$ cat config.mk
export PLATFORM = sky130hd
export DESIGN_NAME = mac_sequencer
export DESIGN_NICKNAME = d
export VERILOG_FILES = /design/src/rtl/mac_pkg.sv /design/src/rtl/mac_sequencer.sv
export SDC_FILE = /design/constraint.sdc
export NUM_CORES = 1
export LEC_CHECK = 0
export CORE_MARGIN = 2
export CORE_UTILIZATION = 40
export CTS_BUF_LIST = sky130_fd_sc_hd__clkbuf_16
export DETAILED_ROUTE_END_ITERATION = 10
export HOLD_SLACK_MARGIN = 0.12
export PLACE_DENSITY = 0.69
export SETUP_SLACK_MARGIN = 0.4
export SYNTH_ARGS = -nofsm -noshare
export SYNTH_HDL_FRONTEND = slang
export SYNTH_SLANG_ARGS = --single-unit
$ cat constraint.sdc
create_clock -name clock -period 2.5 [get_ports clock]
set_input_delay 0.5 -clock clock [delete_from_list [all_inputs] [get_ports clock]]
set_output_delay 0.5 -clock clock [all_outputs]
set_load 0.03 [all_outputs]
$ cat src/rtl/mac_pkg.sv
// Shared types and sizing helpers for the dot-product sequencer.
package mac_pkg;

  typedef enum logic [1:0] {
    FETCH,
    ISSUE,
    WAIT,
    OUTPUT
  } state_e;

  // Product width plus enough headroom to sum TERMS worst-case products.
  function automatic int unsigned acc_width(input int unsigned width, input int unsigned terms);
    return 2 * width + 2 + $clog2(terms);
  endfunction

  function automatic int unsigned count_width(input int unsigned terms);
    return $clog2(terms);
  endfunction

endpackage

$ cat src/rtl/mac_sequencer.sv
// Dot-product front end for the multi-cycle multiplier: one multiply per operand pair, TERMS-long sums.
// Optional WAIT watchdog with sticky err when MAC_TIMEOUT_EN is defined.
module mac_sequencer
  import mac_pkg::*;
#(
  parameter  int unsigned WIDTH   = 10,
  parameter  int unsigned TERMS   = 8,
  parameter  int unsigned TIMEOUT = 16,
  localparam int unsigned ACC_W   = acc_width(WIDTH, TERMS)
) (
  input  logic                      clock,
  input  logic                      reset,
  input  logic signed [WIDTH:0]     in_a,
  input  logic signed [WIDTH:0]     in_b,
  input  logic                      in_valid,
  output logic                      in_ready,
  output logic signed [WIDTH:0]     mul_a,
  output logic signed [WIDTH:0]     mul_b,
  output logic                      mul_start,
  input  logic signed [2*WIDTH+1:0] mul_c,
  input  logic                      mul_valid,
  output logic signed [ACC_W-1:0]   out_sum,
  output logic                      out_valid,
  input  logic                      out_ready,
  output logic                      err
);

  localparam int unsigned CNT_W  = count_width(TERMS);
  localparam int unsigned PROD_W = 2 * WIDTH + 2;
  localparam logic [CNT_W-1:0] LAST_TERM = CNT_W'(TERMS - 1);

  if (TERMS < 2 || TERMS > 256 || TIMEOUT < 1) begin : g_bad_params
    $error("mac_sequencer: TERMS must be 2..256 and TIMEOUT at least 1");
  end

  state_e                  state_q, state_d;
  logic [CNT_W-1:0]        cnt_q, cnt_d;
  logic signed [ACC_W-1:0] acc_q, acc_d;
  logic signed [ACC_W-1:0] sum_q, sum_d;
  logic signed [WIDTH:0]   a_q, a_d;
  logic signed [WIDTH:0]   b_q, b_d;
  logic signed [ACC_W-1:0] acc_next;

  assign acc_next = acc_q + {{(ACC_W - PROD_W){mul_c[PROD_W-1]}}, mul_c};

`ifdef MAC_TIMEOUT_EN
  localparam int unsigned TMO_W = $clog2(TIMEOUT + 1);
  localparam logic [TMO_W-1:0] TMO_LAST = TMO_W'(TIMEOUT - 1);
  logic [TMO_W-1:0] tmo_q, tmo_d;
  logic             err_q, err_d;
`endif

  always_comb begin
    state_d = state_q;
    cnt_d   = cnt_q;
    acc_d   = acc_q;
    sum_d   = sum_q;
    a_d     = a_q;
    b_d     = b_q;
`ifdef MAC_TIMEOUT_EN
    tmo_d   = '0;
    err_d   = err_q;
`endif
    unique case (state_q)
      FETCH: begin
        if (in_valid) begin
          a_d     = in_a;
          b_d     = in_b;
          state_d = ISSUE;
        end
      end
      ISSUE: state_d = WAIT;
      WAIT: begin
        if (mul_valid) begin
          acc_d = acc_next;
          if (cnt_q == LAST_TERM) begin
            sum_d   = acc_next;
            cnt_d   = '0;
            state_d = OUTPUT;
          end else begin
            cnt_d   = cnt_q + 1'b1;
            state_d = FETCH;
          end
        end
`ifdef MAC_TIMEOUT_EN
        // A stalled multiplier abandons the whole batch, not just this term.
        else if (tmo_q == TMO_LAST) begin
          err_d   = 1'b1;
          acc_d   = '0;
          cnt_d   = '0;
          state_d = FETCH;
        end else begin
          tmo_d = tmo_q + 1'b1;
        end
`endif
      end
      OUTPUT: begin
        if (out_ready) begin
          acc_d   = '0;
          state_d = FETCH;
        end
      end
      default: state_d = FETCH;
    endcase
  end

  always_ff @(posedge clock) begin
    if (reset) begin
      state_q <= FETCH;
      cnt_q   <= '0;
      acc_q   <= '0;
      sum_q   <= '0;
      a_q     <= '0;
      b_q     <= '0;
`ifdef MAC_TIMEOUT_EN
      tmo_q   <= '0;
      err_q   <= 1'b0;
`endif
    end else begin
      state_q <= state_d;
      cnt_q   <= cnt_d;
      acc_q   <= acc_d;
      sum_q   <= sum_d;
      a_q     <= a_d;
      b_q     <= b_d;
`ifdef MAC_TIMEOUT_EN
      tmo_q   <= tmo_d;
      err_q   <= err_d;
`endif
    end
  end

  assign in_ready  = (state_q == FETCH);
  assign mul_start = (state_q == ISSUE);
  assign out_valid = (state_q == OUTPUT);
  assign mul_a     = a_q;
  assign mul_b     = b_q;
  assign out_sum   = sum_q;
`ifdef MAC_TIMEOUT_EN
  assign err       = err_q;
`else
  assign err       = 1'b0;
`endif

endmodule

==> results.md, run 1 <==
- Status: finished, final reports clean
- Synth area leader: dfxtp_1
- # DRC: 0
- Core area: roughly 10000 sq um
- Floorplan die height: approximately 110 um
- CTS clk-pin slew, worst paths: 0.06 ns
- CTS max path bufs: 2
- Avg WL per Cell: ~17 um
- M1 wire length: 5.75 mm
- Layout Skew: between 0.004 and 0.005 ns
- Critical path's slowest cell: or4_1
- GRT overflow: 0
- Count of unique library cells instantiated by Yosys: 58
- Post-synth EDFFs: 0
- Async S/R FF share, synth: 0
- Post-Syn Instances: 518
- Crit Path Category: primary input to flop
- Sequential cell area: around 1600 sq um
- Fraction of layout cells with a size suffix above 1: 0.325
- Worst Path Arrival: approximately 2.6 ns
- Worst Setup Slack, final: around 0.16 ns
- RSZ-0062 raised after global routing: true
- Max layer used: met4
- TritonCTS clock tree: yes
- Slowest cell delay on critical path: about 0.42 ns
- Number of global-route vias before repair: 4485
- First-pass GRT wire length: 22.2 mm
- Max cap viols: 0
- Syn. warnings: 0
- H-tree levels: 3
- Top cells by area, synth: dfxtp_1 (37%), nand2_1 (9.6%), a21oi_1 (7.9%)
- Gpl congestion: 0.892
- Initial DRT Pass Iterations: 5
- Top Family by Delay on Critical Path: compound AO/OA/AOI/OAI gates
- Vias: 4686
- Worst setup EP type: flop
- Cell Rows: 37
- Power Total: between 3 and 4 mW
- Final count of pins violating max slew: 0
- Antenna viol nets, final: 0
- Clock Tree Root: clkbuf_16
- Share of the synthesized area in the top cell type: 0.370
- Worst-path fanout max: 3
- Antenna violations before repair: 0
- Power per cell area: just under 500 nW/um^2
- Initial Util: 0.407
- Critical path data required time: 2.78 ns
- DR WL met3: between 600 and 700 um
- FMAX: 0.427 GHz
- Worst-Skew Late Latency: between 0.3 and 0.4 ns
- CTS Buf Count: 9
- Synth Cell Area: approximately 4200 sq um
- Final Cycle Share: 0.938
- PortBufs: 98
- Ys flop type: dfxtp_1
- Crit-path cells: dlygate4sd2_1 > ha_4 > o211ai_1 > o211ai_2 > buf_4 > nand2_4 > o311ai_4 > a21oi_4 > or4_1 > nand3_1
- # hold bufs at CTS: 0
- GRT Util Overall: 0.249
- Post-place setup slack: -0.478 ns
- Area of the multi-input gates: around 3100 sq um
- Slew @ Worst Pin: approximately 0.80 ns
- Antenna Cells: 0
- CTS Sinks: just under 80
- Hold crit path type: flop to flop
- Largest net degree at the start of global routing: 26
- Max rail drop VDD: 0.361 mV
- Vias per inst: 5.51
- Ports: 100
- Die W: between 100 and 150 um
- Buffers and inverters on the worst path: 2
- Max-slew headroom at the worst pin: 0.466
- Syn nets: between 500 and 600
- Min Tclk post-route: 2.34 ns
- Number of fillers in the final layout: around 740
- Final setup vio count: 0
- Pleak: 2.84 nW
- Die area: between 10000 and 15000 sq um
- 1st-iter DRT viols: around 250
- Wire length on met2: roughly 7.6 mm
- FF+latch count, synth: between 70 and 80
- # nets final: around 790
- Seq/Total Area, Yosys: 0.370
- Routed wire length: roughly 15 mm
- Layout Area Growth over Synthesis: 69.8%
- CP startpoint kind: primary input
- Syn_area_per_cell: 8.04 sq um
- Post-DP HPWL: slightly below 10 mm
- Final hold vios: 0
## cells in the final DEF (no fill, tap or decap), types with 5 or more instances in the layout
| master | instances |
|---|---|
| or4_1 | 6 |
| ha_4 | 20 |
| buf_6 | 13 |
| nand4b_1 | 5 |
| o21ai_0 | 11 |
| nand3b_1 | 10 |
| buf_4 | 98 |
| nand4_1 | 5 |
| ha_1 | 6 |
| o21ai_1 | 9 |
| dfxtp_2 | 6 |
| o21ai_2 | 7 |
| xnor2_1 | 6 |
| a21oi_2 | 15 |
| clkbuf_16 | 9 |
| a22oi_1 | 6 |
| dlygate4sd2_1 | 14 |
| nor2_1 | 25 |
| clkdlybuf4s50_1 | 74 |
| dfxtp_1 | 70 |
| nand2_1 | 101 |
| xor2_1 | 8 |
| nor3_1 | 6 |
| inv_1 | 7 |
| a21oi_1 | 50 |
| nand3_1 | 9 |
| a21o_1 | 11 |
## final cells by class
type                       count  area share
clock buffer                   9      0.0319
clock inverter                 7      0.0163
inverter                       5     0.00265
multi-input combinational    405       0.442
sequential                    77       0.220
tap                          136      0.0241
timing repair buffer         211       0.264
## layer usage
layer / vias to the layer above / track usage
li1: 2230 / -
met1: 2247 / 0.291
met2: 159 / 0.436
met3: 50 / 0.0466
met4: 0 / 0.121
met5: - / 0
## cells by family after synthesis
kind of cell               Yosys count  synth area share
and+or+nand+nor                    205             0.236
AOI/OAI and AO/OA                  151             0.230
DFF                                 77             0.370
buffers and inverters               36            0.0355
adders and majority gates           27            0.0829
xor gates and xnor gates            21            0.0442
other                                1          0.000901
## worst min-delay path, delay by kind of cell (launching register included)
| kind | cells | cell delay (ns) |
|---|---|---|
| flip-flops | 1 | 0.31 |
| AND/OR/NAND/NOR | 1 | 0.05 |
| AO/OA/AOI/OAI | 1 | 0.05 |
## registers in the layout (all words and copies together), names as in the netlist
register and flops:
out_sum 25, acc_q 25, mul_b 11, cnt_q 3
mul_a 11, state_q 2
## path summary, 6_finish.rpt
path	start	to	slack, ns	depth (start not counted)
worst max-delay path	mul_c[4]	out_sum[18]	0.16	10
worst min-delay path	mul_b[0]	mul_b[0]	0.45	2
worst max register to register	acc_q[0]	out_sum[24]	0.16	11
worst min register to register	mul_b[0]	mul_b[0]	0.45	2
## cells in the mapped netlist, drive strengths merged (3+ instances only)
| cell type | instances |
|---|---|
| o211ai | 5 |
| nor3 | 9 |
| nand3 | 13 |
| a21o | 12 |
| or4 | 7 |
| xor2 | 13 |
| a21oi | 67 |
| xnor2 | 8 |
| a22o | 4 |
| a211oi | 6 |
| inv | 5 |
| ha | 26 |
| dfxtp | 77 |
| buf | 8 |
| and2 | 4 |
| clkbuf | 23 |
| nand4b | 5 |
| nand3b | 10 |
| nand4 | 6 |
| a22oi | 7 |
| nand2 | 107 |
| a31oi | 6 |
| or3 | 5 |
| nor2 | 27 |
| o21ai | 28 |
| nor3b | 3 |
## metrics by stage
step / cells / setup TNS (ns) / instance area, sq um / hold slack, ns / utilization
after detailed placement: 811 / -10.38 / 6010 / 0.447 / 0.588
final: 850 / 0 / 7070 / 0.451 / 0.691
after CTS: 839 / 0 / 6740 / 0.454 / 0.659
after global routing: 850 / 0 / 7070 / 0.477 / 0.691
after global placement: 811 / -9.34 / 6010 / 0.440 / 0.588
after floorplan: 518 / 0 / 4300 / 0.429 / -
## where the power goes
group / internal [mW] / switching (mW)
Combinational: 0.340 / 0.362
Sequential: 1.26 / 0.0287
Clock: 0.974 / 0.538
Total: 2.58 / 0.928
## what timing repair did
action	4_1_cts	5_1_grt
pin swaps	53	38
gates resized for setup	105	52
endpoints found under the setup margin	44	33
setup buffers	12	11
Note: power is estimated with default switching activity, not from simulation.
==> run 2, diff against run 1 <==
--- a/config.mk
+++ b/config.mk
@@ -6,11 +6,11 @@
 export NUM_CORES = 1
 export LEC_CHECK = 0
 export CORE_MARGIN = 2
-export CORE_UTILIZATION = 40
+export CORE_UTILIZATION = 45
 export CTS_BUF_LIST = sky130_fd_sc_hd__clkbuf_16
 export DETAILED_ROUTE_END_ITERATION = 10
 export HOLD_SLACK_MARGIN = 0.12
-export PLACE_DENSITY = 0.69
+export PLACE_DENSITY = 0.76
 export SETUP_SLACK_MARGIN = 0.4
 export SYNTH_ARGS = -nofsm -noshare
 export SYNTH_HDL_FRONTEND = slang
==> results.md, run 2 (synthesis gave the netlist of run 1 again) <==
- Slowest cell delay on critical path: 0.37 ns (-0.05 ns)
- Sequential power share: 0.393 (+0.025)
- Floorplan die height: 100 um (-5.5%)
- Critical path data required time: 2.77 ns (about the same)
- Design area: 7090 sq um (+0.25%)
- 1st-iter DRT viols: 332 (+31%)
- Most common cell after layout, fill and taps aside: buf_4
- Max rail drop VDD: 0.439 mV (+22%)
- Die area: 10000 sq um (-11%)
- Top Family by Delay on Critical Path: compound AO/OA/AOI/OAI gates
- Vias: 4954 (+5.7%)
- PortBufs: 98 (unchanged)
- Buffers and inverters on the worst path: 3 (+1)
- Layout Cells excl Fill: 833 (-2.0%)
- Core area: 9110 sq um (-11%)
- CP startpoint kind: flop
- Combinational cell fraction of total power: 0.223 (+0.023)
- Fraction of layout cells with a size suffix above 1: 0.356 (+0.0310)
- # nets final: 793 (+1.0%)
- Number of fillers in the final layout: 558 (-25%)
- Antenna Cells: 0 (unchanged)
- Die W: 100 um (-5.5%)
- Worst-Skew Late Latency: 0.34 ns (about the same)
- Clock Tree Root: clkbuf_16
- Max-slew headroom at the worst pin: 0.445 (-0.0207)
- Post-place setup slack: -0.438 ns (+0.0399 ns)
- First-pass GRT wire length: 22.5 mm (+1.5%)
- Power Total: 3.28 mW (-6.3%)
- CTS Sinks: 77 (unchanged)
- Clock share of power: 0.384 (-0.047)
- Gpl congestion: 0.928 (+4.1%)
- Crit-path most repeated cell: buf_6
- Antenna violations before repair: 0 (unchanged)
- Worst Setup Slack, final: 0.0483 ns (-0.107 ns)
- Setup TNS: 0 ns (unchanged)
- Most frequent cells in the layout: buf_4 (102), nand2_1 (100), clkdlybuf4s50_1 (72)
- Crit Path Category: flop to flop
- Final hold vios: 0 (unchanged)
- Largest net degree at the start of global routing: 38 (+46%)
- Initial DRT Pass Iterations: 5 (unchanged)
- FMAX: 0.408 GHz (-4.4%)
- Sequential cell area: 1560 sq um (+0.48%)
- Pleak: 2.86 nW (+0.62%)
- Post-DP HPWL: 9.62 mm (-2.1%)
- Final count of pins violating max slew: 0 (unchanged)
- Worst setup EP type: flop
- Avg WL per Cell: 19.6 um (+14%)
- Slew @ Worst Pin: 0.832 ns (+0.0310 ns)
- Cell Rows: 35 (-5.4%)
- Antenna viol nets, final: 0 (unchanged)
- Max cap viols: 0 (unchanged)
- Internal power: 2.29 mW (-11%)
- Fin Hold WS: 0.454 ns (+0.00299 ns)
- CTS max path bufs: 2 (unchanged)
- Area of the multi-input gates: 3200 sq um (+2.3%)
- # DRC: 0 (unchanged)
- DP Area: 5960 sq um (-0.85%)
- Final setup vio count: 0 (unchanged)
- Hold crit path type: flop to flop
- Final Cycle Share: 0.981 (+0.0429)
- Power per cell area: 463 nW/um^2 (-6.6%)
- CTS Buf Count: 9 (unchanged)
- Min Tclk post-route: 2.45 ns (+0.107 ns)
- Sw Ratio: 0.302 (+0.0370)
- Layout Area Growth over Synthesis: 70.2%
- TritonCTS clock tree: yes
- Status: finished, final reports clean
- Placed cell count: 785 (-3.2%)
- Routed wire length: 16.4 mm (+11%)
- GRT Util Overall: 0.282 (+0.0331)
- RSZ-0062 raised after global routing: true
- NetSw: 991 uW (+6.8%)
- H-tree levels: 3 (unchanged)
- CTS clk-pin slew, worst paths: 0.06 ns (about the same)
- Vias per inst: 5.95 (+7.9%)
- Critical path's slowest cell: fa_2
- Worst Path Arrival: 2.72 ns (+0.10 ns)
- GRT overflow: 0 (unchanged)
- Ports: 100 (unchanged)
- Finished Core Util: 0.778 (+0.0871)
- Initial Util: 0.457 (+0.0501)
- # hold bufs at CTS: 0 (unchanged)
- Crit-path cells: ha_4 > fa_2 > a211oi_4 > o211ai_2 > buf_4 > a21oi_4 > buf_6 > buf_6 > o21ai_4 > xnor2_2 > nand2_1 > a21oi_1
- Worst-path fanout max: 3 (unchanged)
- Number of global-route vias before repair: 4702 (+4.8%)
- Layout Skew: 0.00879 ns (+0.00421 ns)
## run 2: final timing paths
| kind | slack (ns) | end | from | cells after the start |
|---|---|---|---|---|
| setup / recovery | 0.05 | out_sum[12] | acc_q[0] | 12 |
| hold / removal | 0.45 | mul_b[1] | mul_b[1] | 2 |
| setup reg to reg | 0.05 | out_sum[12] | acc_q[0] | 12 |
| hold reg to reg | 0.45 | mul_b[1] | mul_b[1] | 2 |
## run 2: what timing repair did
item                                    in CTS  in global routing
pin swaps                                   51                 65
buffers inserted                            14                 18
resized for setup                           97                 96
endpoints found under the setup margin      44                 33
## run 2: final cells by class
class                   instances  area share
clock buffers                   9      0.0318
repair buffers                219       0.267
multi-input cells             405       0.451
clock inverters                 7     0.00777
flip-flops and latches         77       0.220
inverters                       5     0.00265
well taps                     111      0.0196
## run 2: power groups by stage
stage	clock (mW)	sequential (mW)	combinational (mW)
3_5_place_dp	0	1.32	0.583
3_3_place_gp	0	1.31	0.573
4_1_cts	1.26	1.29	0.631
6_report	1.26	1.29	0.732
5_1_grt	1.32	1.30	0.773
2_1_floorplan	0	1.35	0.264
## run 2: metal layers
metal  routed length [um]  global-route usage  vias up  share of wire
met5                    0                   0        -              0
met3                 1050              0.0439       90          0.064
met4                  932               0.155        0          0.057
met1                 6200               0.325     2366           0.38
li1                     -                   -     2244              -
met2                 8190               0.499      254           0.50
## run 2: worst register-to-register path: cells and delay by family (launching register included)
| kind | cells | cell delay [ns] |
|---|---|---|
| AOI/OAI and AO/OA | 5 | 0.84 |
| xor gates and xnor gates | 1 | 0.19 |
| adders and majority gates | 2 | 0.53 |
| buffers and inverters | 3 | 0.40 |
| DFF | 1 | 0.34 |
| and+or+nand+nor | 1 | 0.09 |
